File: src/rtl/rr_handshake_arbiter.sv
// rr_handshake_arbiter
//   Merges NUM_REQ valid/ready requesters onto one registered downstream channel.
//   Round-robin grant between packets; once a requester's first beat (last=0) is taken, the
//   channel stays locked to it until its last beat is accepted. The output slice gives
//   one-cycle latency and full throughput (it reloads on the same edge it drains).
//
// Ports
//   clk         system clock, rising edge
//   rst         synchronous active-low reset
//   valid_up    per-requester beat valid
//   data_up     requester i data at [i*WIDTH +: WIDTH]
//   last_up     per-requester last beat of packet
//   ready_up    per-requester accept, at most one bit high
//   valid_down  output register holds a beat
//   data_down   registered beat data
//   last_down   registered last flag
//   src_down    index of the requester that sent the held beat
//   ready_down  downstream accept
module rr_handshake_arbiter #(
    parameter int unsigned WIDTH   = 4,
    parameter int unsigned NUM_REQ = 4,
    parameter int unsigned IDX_W   = 2
) (
    input  logic                     clk,
    input  logic                     rst,
    input  logic [NUM_REQ-1:0]       valid_up,
    input  logic [NUM_REQ*WIDTH-1:0] data_up,
    input  logic [NUM_REQ-1:0]       last_up,
    output logic [NUM_REQ-1:0]       ready_up,
    output logic                     valid_down,
    output logic [WIDTH-1:0]         data_down,
    output logic                     last_down,
    output logic [IDX_W-1:0]         src_down,
    input  logic                     ready_down
);

    localparam logic [0:0] ST_ARB  = 1'b0;
    localparam logic [0:0] ST_LOCK = 1'b1;

    logic [0:0]       state_q;
    logic [IDX_W-1:0] ptr_q;
    logic [IDX_W-1:0] owner_q;
    logic             valid_q;
    logic [WIDTH-1:0] data_q;
    logic             last_q;
    logic [IDX_W-1:0] src_q;

    logic             load;
    logic             accept;
    logic             grant_valid;
    logic [IDX_W-1:0] grant;
    logic [IDX_W-1:0] grant_next;
    logic             hi_found;
    logic             lo_found;
    logic [IDX_W-1:0] hi_idx;
    logic [IDX_W-1:0] lo_idx;
    logic             owner_valid;
    logic [WIDTH-1:0] sel_data;
    logic             sel_last;
    logic [NUM_REQ-1:0] ready_c;

    assign load = !valid_q || ready_down;

    // Round-robin scan split in two passes: the first valid index at or above ptr wins,
    // otherwise the first valid index below ptr (the wrapped part of the scan).
    always_comb begin
        hi_found    = 1'b0;
        lo_found    = 1'b0;
        hi_idx      = '0;
        lo_idx      = '0;
        owner_valid = 1'b0;
        for (int i = 0; i < NUM_REQ; i++) begin
            if (valid_up[i]) begin
                if (IDX_W'(i) >= ptr_q) begin
                    if (!hi_found) begin
                        hi_found = 1'b1;
                        hi_idx   = IDX_W'(i);
                    end
                end else if (!lo_found) begin
                    lo_found = 1'b1;
                    lo_idx   = IDX_W'(i);
                end
            end
            if (IDX_W'(i) == owner_q) begin
                owner_valid = valid_up[i];
            end
        end
    end

    // While locked only the owner may be granted, even when it is idle.
    always_comb begin
        if (state_q == ST_LOCK) begin
            grant       = owner_q;
            grant_valid = owner_valid;
        end else begin
            grant       = hi_found ? hi_idx : lo_idx;
            grant_valid = hi_found || lo_found;
        end
    end

    assign accept     = load && grant_valid;
    assign grant_next = (grant == IDX_W'(NUM_REQ - 1)) ? '0 : grant + IDX_W'(1);

    always_comb begin
        sel_data = '0;
        sel_last = 1'b0;
        ready_c  = '0;
        for (int i = 0; i < NUM_REQ; i++) begin
            if (IDX_W'(i) == grant) begin
                sel_data   = data_up[i*WIDTH +: WIDTH];
                sel_last   = last_up[i];
                ready_c[i] = accept;
            end
        end
    end

    // Reset holds every requester off, independent of the registered state.
    assign ready_up = rst ? ready_c : '0;

    always_ff @(posedge clk) begin
        if (!rst) begin
            state_q <= ST_ARB;
            ptr_q   <= '0;
            owner_q <= '0;
            valid_q <= 1'b0;
            data_q  <= '0;
            last_q  <= 1'b0;
            src_q   <= '0;
        end else begin
            if (accept) begin
                valid_q <= 1'b1;
                data_q  <= sel_data;
                last_q  <= sel_last;
                src_q   <= grant;
                if (sel_last) begin
                    // In LOCK grant equals owner, so this also advances past the owner.
                    state_q <= ST_ARB;
                    ptr_q   <= grant_next;
                end else begin
                    state_q <= ST_LOCK;
                    owner_q <= grant;
                end
            end else if (ready_down) begin
                valid_q <= 1'b0;
            end
        end
    end

    assign valid_down = valid_q;
    assign data_down  = data_q;
    assign last_down  = last_q;
    assign src_down   = src_q;

endmodule

File: config.mk
export PLATFORM = sky130hd
export DESIGN_NAME = rr_handshake_arbiter
export DESIGN_NICKNAME = d
export VERILOG_FILES = /design/src/rtl/rr_handshake_arbiter.sv
export SDC_FILE = /design/constraint.sdc
export NUM_CORES = 1
export LEC_CHECK = 0
export CAP_MARGIN = 15
export CORE_MARGIN = 1.5
export CORE_UTILIZATION = 38
export DETAILED_ROUTE_END_ITERATION = 6
export GPL_ROUTABILITY_DRIVEN = 0
export PLACE_DENSITY = 0.81
export SLEW_MARGIN = 30
export SYNTH_ARGS = -nofsm -noshare
export SYNTH_HDL_FRONTEND = slang
export SYNTH_SLANG_ARGS = --single-unit
export TNS_END_PERCENT = 1
File: constraint.sdc
create_clock -name clk -period 3.3 [get_ports clk]
set_input_delay 0.825 -clock clk [delete_from_list [all_inputs] [get_ports clk]]
set_output_delay 0.825 -clock clk [all_outputs]
set_load 0.005 [all_outputs]
==> results.md, run 1 <==
- Post-synthesis cell count: 112
- RSZ-0062 raised after global routing: no
- Slew Limit Headroom: 80.8%
- Top cell type's share of synthesized area: 27.5%
- First-pass GRT wire length: 5150 um
- N_diodes: 0
- Int Pwr: 693 uW
- Syn_nets: 143
- Peak VDD IR: 0.533 mV
- Num ports: 39
- Clock skew: 0.00257 ns
- Max Buffers Root-to-Sink: 2
- I/O Buffers: 38
- Cell count after placement: 190
- Sequential share of the synthesized area: 27.5%
- All-Layer GR Usage: 25.3%
- Clock sinks: 13
- Die Height: 52.9 um
- Largest net degree at the start of global routing: 18
- Tot Pwr: 1180 uW
- Sw power: 490 uW
- Hold WS: 0.476 ns
- Switching share of power: 41.4%
- Number of global-route vias before repair: 1,169
- Mapped Avg Cell Area: 8.45 um2
- Critical Path Start: valid_up[0]
- Max-cap violation count: 0
- FF+latch count, synth: 13
- Initial Util: 41.6%
- Clock Latency Late Sink: 0.27 ns
- Initial antenna violation count: 0
- Sequential Power Share: 22.6%
- Post-DP HPWL: 2330 um
- Final Util: 69.2%
- Wire length per cell: 16.1 um
- Cells taking the most area after synthesis: dfxtp_1 28%, a21oi_1 7.4%, a211oi_2 5.3%
- H-tree depth: 1
- CP Data Required Time: 2.47 ns
- Via count: 1,106
- DRT antenna net count: 0
- Layout cells sized above 1: 32.2%
- Clock power share: 8.2%
- Reg clk slew, reported paths: 0.07 ns
- Post-synth cell types: 42
- Minimum clock period: 3.21 ns
- Pwr per Cell Area: 751 mW/mm2
- Die width: 52.9 um
- CTS root buffer: clkbuf_4
- Worst Max-Slew Pin Slew: 0.288 ns
- Grt ovf: 0
- CTS tree: done
- Area grow syn2layout: 66.5%
- Routed wire length: 3190 um
- Area of the multi-input gates: 684 um2
- Final period utilization: 97.2%
- Outcome: finished, final reports clean
- Hold Crit Start: src_down[1]
- Final Hold Viols: 0
- Core area: 0.00228 mm2
- Synth area leader: dfxtp_1
- Iteration-0 DRC count of the detailed router: 22
- Drt drc: 0
- Crit path arrival time: 2.38 ns
- Num rows: 17
- CP Max Fanout: 4
- Max Slew Vio Count: 0
- Combinational Power Share: 69.3%
- Register Area: 262 um2
- Pleak: 0.000636 uW
- Final cell count without fillers: 199
- Vias/cell: 5.56
- Reg2reg start: ptr_q[1]
- Startpoint types: input port
- Yosys warns: 0
- Max Clk Rate: 312 MHz
- Layout Nets: 203
- Layout fillers: 178
- TritonCTS Buffers: 3
- CP endpoint kind: output pin
- Final setup violation count: 0
- Drt first pass iters: 4
- Post-Syn Area: 946 um2
- Setup TNS: 0 ns
- Area of the die: 0.00280 mm2
- Setup CP Type: input port to output pin
- Flop2flop setup slack: 0.24 ns
- Hold Path Class: register to register
## critical path, stage by stage
cell     delay, ns
buf_6         0.10
mux2_4        0.26
a221o_1       0.33
a31oi_2       0.17
a21oi_2       0.09
inv_2         0.10
buf_6         0.10
ha_4          0.12
and3_4        0.19
buf_6         0.09
## power by group through the flow
stage          sequential [uW]  clock, uW  combinational [uW]
2_1_floorplan              256          0                 427
3_3_place_gp               264          0                 710
3_5_place_dp               266          0                 732
4_1_cts                    263        100                 762
5_1_grt                    271        108                 896
6_report                   267       96.6                 819
## cell usage after synthesis (all sizes together)
library cell and n:
a21oi 15, dfxtp 13, nor2b 8, nand2 7, o21ai 6, inv 5, a211oi 4, a221oi 4
and3 4, ha 4, nor2 4, nor3 4, buf 3, clkbuf 3, mux2 3, nand2b 3
a221o 2, a31o 2, a31oi 2, and2 2, nand3 2, o221ai 2, a21o 1, a22o 1
a22oi 1, a311o 1, mux2i 1, nand3b 1, nor3b 1, o21a 1, o21bai 1, o31a 1
## logic make-up (layout without fill, tap and decap cells)
group	count (synthesis)	in the layout	synth area share (%)
DFF	13	13	27.5
adders and majority gates	4	4	5.29
and+or+nand+nor	36	36	21.4
AOI/OAI and AO/OA	44	44	35.1
muxes	4	4	5.03
buffers and inverters	11	70	5.69
## path summary, 6_finish.rpt
| check | depth (start not counted) | to |
|---|---|---|
| setup reg to reg | 13 | ptr_q[0] |
| setup / recovery | 10 | ready_up[3] |
| hold reg to reg | 2 | src_down[1] |
| hold / removal | 2 | src_down[1] |
## flip-flops by register name, indices dropped and copies added, names as in the netlist
signal      count
state_q         1
ptr_q           2
owner_q         2
data_down       4
last_down       1
src_down        2
valid_down      1
## timing repair
item                                    CTS  global route
resized for setup                        26            17
pin swaps                                 5             4
hold buffers                              0             0
endpoints found under the setup margin   10             8
gates cloned                              0             0
buffers inserted                          4             1
## cell usage in the layout (no fill, tap or decap), drive strengths merged, types with 2 or more instances in the layout
cell type / n
a211oi: 4
a21oi: 15
a221o: 2
a221oi: 4
a31o: 2
a31oi: 2
and2: 2
and3: 4
buf: 27
clkbuf: 5
clkdlybuf4s15: 2
clkdlybuf4s50: 30
dfxtp: 13
ha: 4
inv: 5
mux2: 3
nand2: 7
nand2b: 3
nand3: 2
nor2: 4
nor2b: 8
nor3: 4
o21ai: 6
o221ai: 2
## per-stage QoR
stage	cell area, um2	setup slack (ns)
after floorplan	946	0.126
after global placement	1460	-0.610
after detailed placement	1460	-0.647
after CTS	1530	0.00489
after global routing	1580	0.0152
final	1580	0.0934
## layer usage
layer  up-vias  track usage [%]  part of all wire, %
met5         -                0                    0
li1        539                -                    -
met4         0             15.8                  3.6
met3        12             3.39                  3.0
met1       525             29.1                   43
met2        30             43.8                   50
## layout make-up
| type | count | share of cell area, % |
|---|---|---|
| clock buffer | 4 | 1.67 |
| timing repair buffer | 61 | 34.9 |
| sequential | 13 | 16.6 |
| multi-input combinational | 88 | 43.4 |
| tap | 28 | 2.22 |
| inverter | 5 | 1.19 |
Power figures use the tool's default switching activity.
==> run 2: changes to the inputs <==
Settings changed: CORE_UTILIZATION 38 to 40, PLACE_DENSITY 0.81 to 0.84.
==> results.md, run 2 (same netlist as run 1, synthesis figures left out) <==
- Post-route setup slack: 0.0538 ns (-0.0395 ns)
- Core area: 0.00221 mm2 (-2.8%)
- Drt drc: 0 (unchanged)
- H-tree depth: 1 (unchanged)
- Clock sinks: 13 (unchanged)
- Area grow syn2layout: 67.2%
- CP Max Fanout: 5 (+1)
- Worst Max-Slew Pin Slew: 0.387 ns (+0.0986 ns)
- Num rows: 17 (unchanged)
- Clock Latency Late Sink: 0.27 ns (about the same)
- Iteration-0 DRC count of the detailed router: 52 (+140%)
- Startpoint types: input port
- I/O Buffers: 38 (unchanged)
- Number of global-route vias before repair: 1,251 (+7.0%)
- Layout fillers: 165 (-7.3%)
- Max Clk Rate: 308 MHz (-1.2%)
- Setup CP Type: input port to output pin
- Area of the die: 0.00267 mm2 (-4.7%)
- Pleak: 0.000649 uW (+2.0%)
- Max Buffers Root-to-Sink: 2 (unchanged)
- Initial antenna violation count: 0 (unchanged)
- Final cell count without fillers: 199 (unchanged)
- Max-cap violation count: 0 (unchanged)
- Tot Pwr: 1220 uW (+3.3%)
- Final Util: 71.5% (+2.3 points)
- CP Cell Sequence: buf_2 > mux2_4 > a221o_1 > a31oi_1 > a21oi_2 > buf_4 > ha_4 > and3_1 > buf_2
- Pwr per Cell Area: 772 mW/mm2 (+2.9%)
- DRT antenna net count: 0 (unchanged)
- Reg clk slew, reported paths: 0.08 ns (about the same)
- Wire length per cell: 17.0 um (+5.7%)
- Initial Util: 42.8% (+1.2 points)
- Hold buffer count at cts: 0 (unchanged)
- Num ports: 39 (unchanged)
- Slew Limit Headroom: 74.1% (-6.6 points)
- Minimum clock period: 3.25 ns (+0.0395 ns)
- Routed wire length: 3380 um (+5.7%)
- Clock skew: 0.00143 ns (-0.00114 ns)
- Outcome: finished, final reports clean
- Die width: 51.6 um (-2.4%)
- Vias/cell: 5.73 (+3.1%)
- Final setup violation count: 0 (unchanged)
- Slowest-stage cell, CP: a221o_1
- Via count: 1,140 (+3.1%)
- Crit path arrival time: 2.42 ns (+0.04 ns)
- Die Height: 51.6 um (-2.4%)
- Pre-CTS WS: -0.622 ns (+0.0250 ns)
- Layout Nets: 203 (unchanged)
- Most frequent cells in the layout: 30 x clkdlybuf4s50_1, 22 x buf_4, 14 x a21oi_1
- Cell count after placement: 187 (-1.6%)
- CTS tree: done
- All-Layer GR Usage: 28.6% (+3.3 points)
- Final Hold Viols: 0 (unchanged)
- Max FFs per register: 4 (unchanged)
- Grt ovf: 0 (unchanged)
- CP most frequent cell: buf_2
- Layout cells sized above 1: 32.7% (+0.58 points)
- Buffers and inverters on the worst path: 3 (-1)
- N_diodes: 0 (unchanged)
- Worst path top cell family by delay: compound AO/OA/AOI/OAI gates
- Flop2flop setup slack: 0.18 ns (-0.06 ns)
- Worst r2r path cells: 14 (+1)
- CP Depth: 9 (-1)
- CTS root buffer: clkbuf_4
- Final period utilization: 98.4% (+1.2 points)
- Worst Hold Path Cells: 2 (unchanged)
- Hold Path Class: register to register
- Most common cell after layout, fill and taps aside: clkdlybuf4s50_1
- Peak VDD IR: 0.492 mV (-7.6%)
- CP endpoint kind: output pin
- Largest net degree at the start of global routing: 14 (-4)
- Slowest stage delay, CP: 0.30 ns (-0.03 ns)
- CP Data Required Time: 2.47 ns (about the same)
- First-pass GRT wire length: 5670 um (+10%)
- Max Slew Vio Count: 0 (unchanged)
- Drt first pass iters: 4 (unchanged)
- Post-DP HPWL: 2260 um (-2.7%)
- TritonCTS Buffers: 3 (unchanged)
## run 2: cell types whose count changed in the layout (fill, tap and decap cells not counted), sizes merged
cell,delta
buf,+2
dlymetal6s2s,+1
dlygate4sd2,-1
clkdlybuf4s15,-2
## run 2: worst min-delay path: cells and delay by family, from the launching register on
| kind | cells | cell delay [ns] |
|---|---|---|
| flops | 1 | 0.32 |
| simple gates | 1 | 0.06 |
| compound gates | 1 | 0.06 |
## run 2: what timing repair did
action | CTS | global route
buffers inserted | 7 | 1
gates resized for setup | 39 | 7
endpoints found under the setup margin | 8 | 8
pin swaps | 4 | 2
## run 2: layout make-up
cell class / count / area (um2) / area share (%)
multi-input cells: 88 / 704 / 44.5
repair buffers: 61 / 537 / 33.9
flip-flops and latches: 13 / 260 / 16.5
well taps: 28 / 35.0 / 2.22
clock buffers: 4 / 26.3 / 1.66
inverters: 5 / 18.8 / 1.19
## run 2: final timing paths
check | from | endpoint
worst max-delay path | valid_up[0] | ready_up[2]
worst max register to register | ptr_q[1] | owner_q[1]
worst min register to register | src_down[1] | src_down[1]
worst min-delay path | src_down[1] | src_down[1]
## run 2: per-layer routing
metal,GRT usage [%],share of wire (%),vias to the layer above
li1,-,-,541
met1,32.1,40,547
met2,49.8,52,44
met3,6.32,5.4,8
met4,15.4,2.3,0
met5,0,0,-
## run 2: stage by stage
stage,area (um2),TNS (ns),hold slack [ns]
global placement,1440,-4.30,0.473
global route,1580,-0.00182,0.512
floorplan,946,0,0.466
detailed placement,1440,-4.84,0.469
CTS,1590,0,0.485
finish,1580,0,0.484
## run 2: where the power goes
part | leakage, uW | total [uW] | internal, uW | switching, uW
registers | 0.000108 | 269 | 214 | 54.8
clock network | 0.0000150 | 99.5 | 46.7 | 52.7
logic | 0.000526 | 853 | 451 | 402
total | 0.000649 | 1220 | 712 | 509
==> run 3: changes to the inputs <==
Settings changed: CORE_ASPECT_RATIO from default to 1.25.
==> results.md, run 3 (same netlist as run 1, synthesis figures left out) <==
- Outcome: finished, final reports clean
- Most common cell after layout, fill and taps aside: clkdlybuf4s50_1
- Slowest-stage cell, CP: a221o_1
- Area of the multi-input gates: 654 um2 (-7.1%)
- CP endpoint kind: output pin
- CP Cell Sequence: buf_4 > mux2_4 > a221o_1 > a31oi_1 > a21oi_2 > inv_2 > buf_4 > ha_2 > and3_1 > buf_2
- Post-DP HPWL: 2110 um (-6.6%)
- Slew Limit Headroom: 76.2% (+2.0 points)
- Drt first pass iters: 4 (unchanged)
- Clock Latency Late Sink: 0.28 ns (about the same)
- All-Layer GR Usage: 24.3% (-4.2 points)
- Pleak: 0.000649 uW (about the same)
- Number of global-route vias before repair: 1,139 (-9.0%)
- Int Pwr: 700 uW (-1.7%)
- Via count: 1,117 (-2.0%)
- Die width: 46.5 um (-9.9%)
- Initial Util: 42.8% (about the same)
- Most frequent cells in the layout: 30 x clkdlybuf4s50_1, 25 x buf_4, 14 x a21oi_1
- Core area: 0.00221 mm2 (about the same)
- Worst R2R End: owner_q[1]
- Max-cap violation count: 0 (unchanged)
- Final period utilization: 99.7% (+1.3 points)
- Peak VDD IR: 0.485 mV (-1.5%)
- Max Slew Vio Count: 0 (unchanged)
- Worst path top cell family by delay: compound AO/OA/AOI/OAI gates
- Iteration-0 DRC count of the detailed router: 28 (-46%)
- Buffers and inverters on the worst path: 4 (+1)
- Initial antenna violation count: 0 (unchanged)
- End of the critical path: ready_up[3]
- Vias/cell: 5.48 (-4.4%)
- Setup CP Type: input port to output pin
- Hold buffer count at cts: 0 (unchanged)
- Wire length per cell: 14.8 um (-13%)
- Max FFs per register: 4 (unchanged)
- Register Area: 260 um2 (unchanged)
- Worst r2r path cells: 13 (-1)
- Max Buffers Root-to-Sink: 2 (unchanged)
- Die Height: 57.4 um (+11%)
- Routed wire length: 3020 um (-11%)
- DRT antenna net count: 0 (unchanged)
- Sequential Power Share: 22.3% (+0.3 points)
- CTS tree: done
- Final Hold Viols: 0 (unchanged)
- First-pass GRT wire length: 4800 um (-15%)
- Minimum clock period: 3.29 ns (+0.0430 ns)
- Slowest stage delay, CP: 0.33 ns (+0.03 ns)
- Layout fillers: 161 (-2.4%)
- Startpoint types: input port
- Hold WS: 0.487 ns (+0.00340 ns)
- RSZ-0062 raised after global routing: yes
- Layout cells sized above 1: 30.6% (-2.1 points)
- Area grow syn2layout: 63.4%
- Num ports: 39 (unchanged)
- Final Util: 69.9% (-1.6 points)
- CTS root buffer: clkbuf_4
- H-tree depth: 1 (unchanged)
- Layout Nets: 205 (+0.99%)
- Hold Crit Start: src_down[1]
- Sw power: 487 uW (-4.3%)
- Grt ovf: 0 (unchanged)
- I/O Buffers: 38 (unchanged)
- Clock skew: 0.00231 ns (+0.000884 ns)
- Tot Pwr: 1190 uW (-2.8%)
- Combinational Power Share: 69.1% (-0.7 points)
- Area of the die: 0.00267 mm2 (about the same)
- Num rows: 19 (+2)
- CP Data Required Time: 2.47 ns (about the same)
- Reg clk slew, reported paths: 0.08 ns (about the same)
- Final setup violation count: 0 (unchanged)
- Drt drc: 0 (unchanged)
- Reg2reg start: ptr_q[1]
- Pwr per Cell Area: 768 mW/mm2 (-0.52%)
- Critical Path Start: valid_up[2]
- Flop2flop setup slack: 0.20 ns (+0.02 ns)
- Clock power share: 8.6% (+0.5 points)
- Crit path arrival time: 2.46 ns (+0.04 ns)
- CP Max Fanout: 7 (+2)
- Largest net degree at the start of global routing: 18 (+4)
- CP Depth: 10 (+1)
- Setup TNS: 0 ns (unchanged)
- N_diodes: 0 (unchanged)
- TritonCTS Buffers: 3 (unchanged)
- CP most frequent cell: buf_4
- Switching share of power: 41.1% (-0.63 points)
- Hold Path Class: register to register
- Clock sinks: 13 (unchanged)
- Worst Max-Slew Pin Slew: 0.357 ns (-0.0299 ns)
- Max Clk Rate: 304 MHz (-1.3%)
[run 3: cell types whose count changed in the layout (fill, tap and decap cells not counted), sizes merged]
cell           delta
buf               +2
clkbuf            -1
clkdlybuf4s15     +1
[run 3: how the worst min path moves through the flow]
| stage | cells past startpoint | end |
|---|---|---|
| floorplan | 2 | src_down[1] |
| global placement | 2 | src_down[1] |
| detailed placement | 2 | src_down[1] |
| CTS | 2 | src_down[1] |
| global route | 2 | src_down[1] |
| finish | 2 | src_down[1] |
[run 3: metrics by stage]
stage	cells	cell area, um2	worst slack (ns)
after global routing	204	1550	-0.0228
after CTS	201	1520	0.00768
final	204	1550	0.0109
after global placement	191	1450	-0.645
after floorplan	112	946	0.126
after detailed placement	191	1450	-0.691
[run 3: metal layers]
metal  part of all wire [%]  GRT usage [%]  routed length (um)
met3                    5.1           4.43                 154
met1                     40           27.1                1200
met4                    1.5           8.57                  46
met5                      0              0                   0
met2                     53           43.8                1610
[run 3: area by class of cell]
class	count	area share, %
well taps	31	2.51
multi-input cells	88	42.3
flip-flops and latches	13	16.8
inverters	5	1.21
clock buffers	4	1.70
repair buffers	63	35.4
[run 3: power by group through the flow]
stage	sequential, uW	clock, uW	combinational (uW)
finish	264	103	821
global route	270	109	883
CTS	263	104	774
detailed placement	265	0	722
global placement	263	0	703
floorplan	256	0	427
[run 3: what timing repair did]
item / 4_1_cts / 5_1_grt
setup endpoints to repair: 9 / 4
buffers inserted: 6 / 3
resized for setup: 28 / 9
pin swaps: 4 / 3
[run 3: tightest hold or removal path, delay by kind of cell (launching register included)]
| kind | cells | cell delay [ns] |
|---|---|---|
| flops | 1 | 0.32 |
| simple gates | 1 | 0.06 |
| compound gates | 1 | 0.06 |
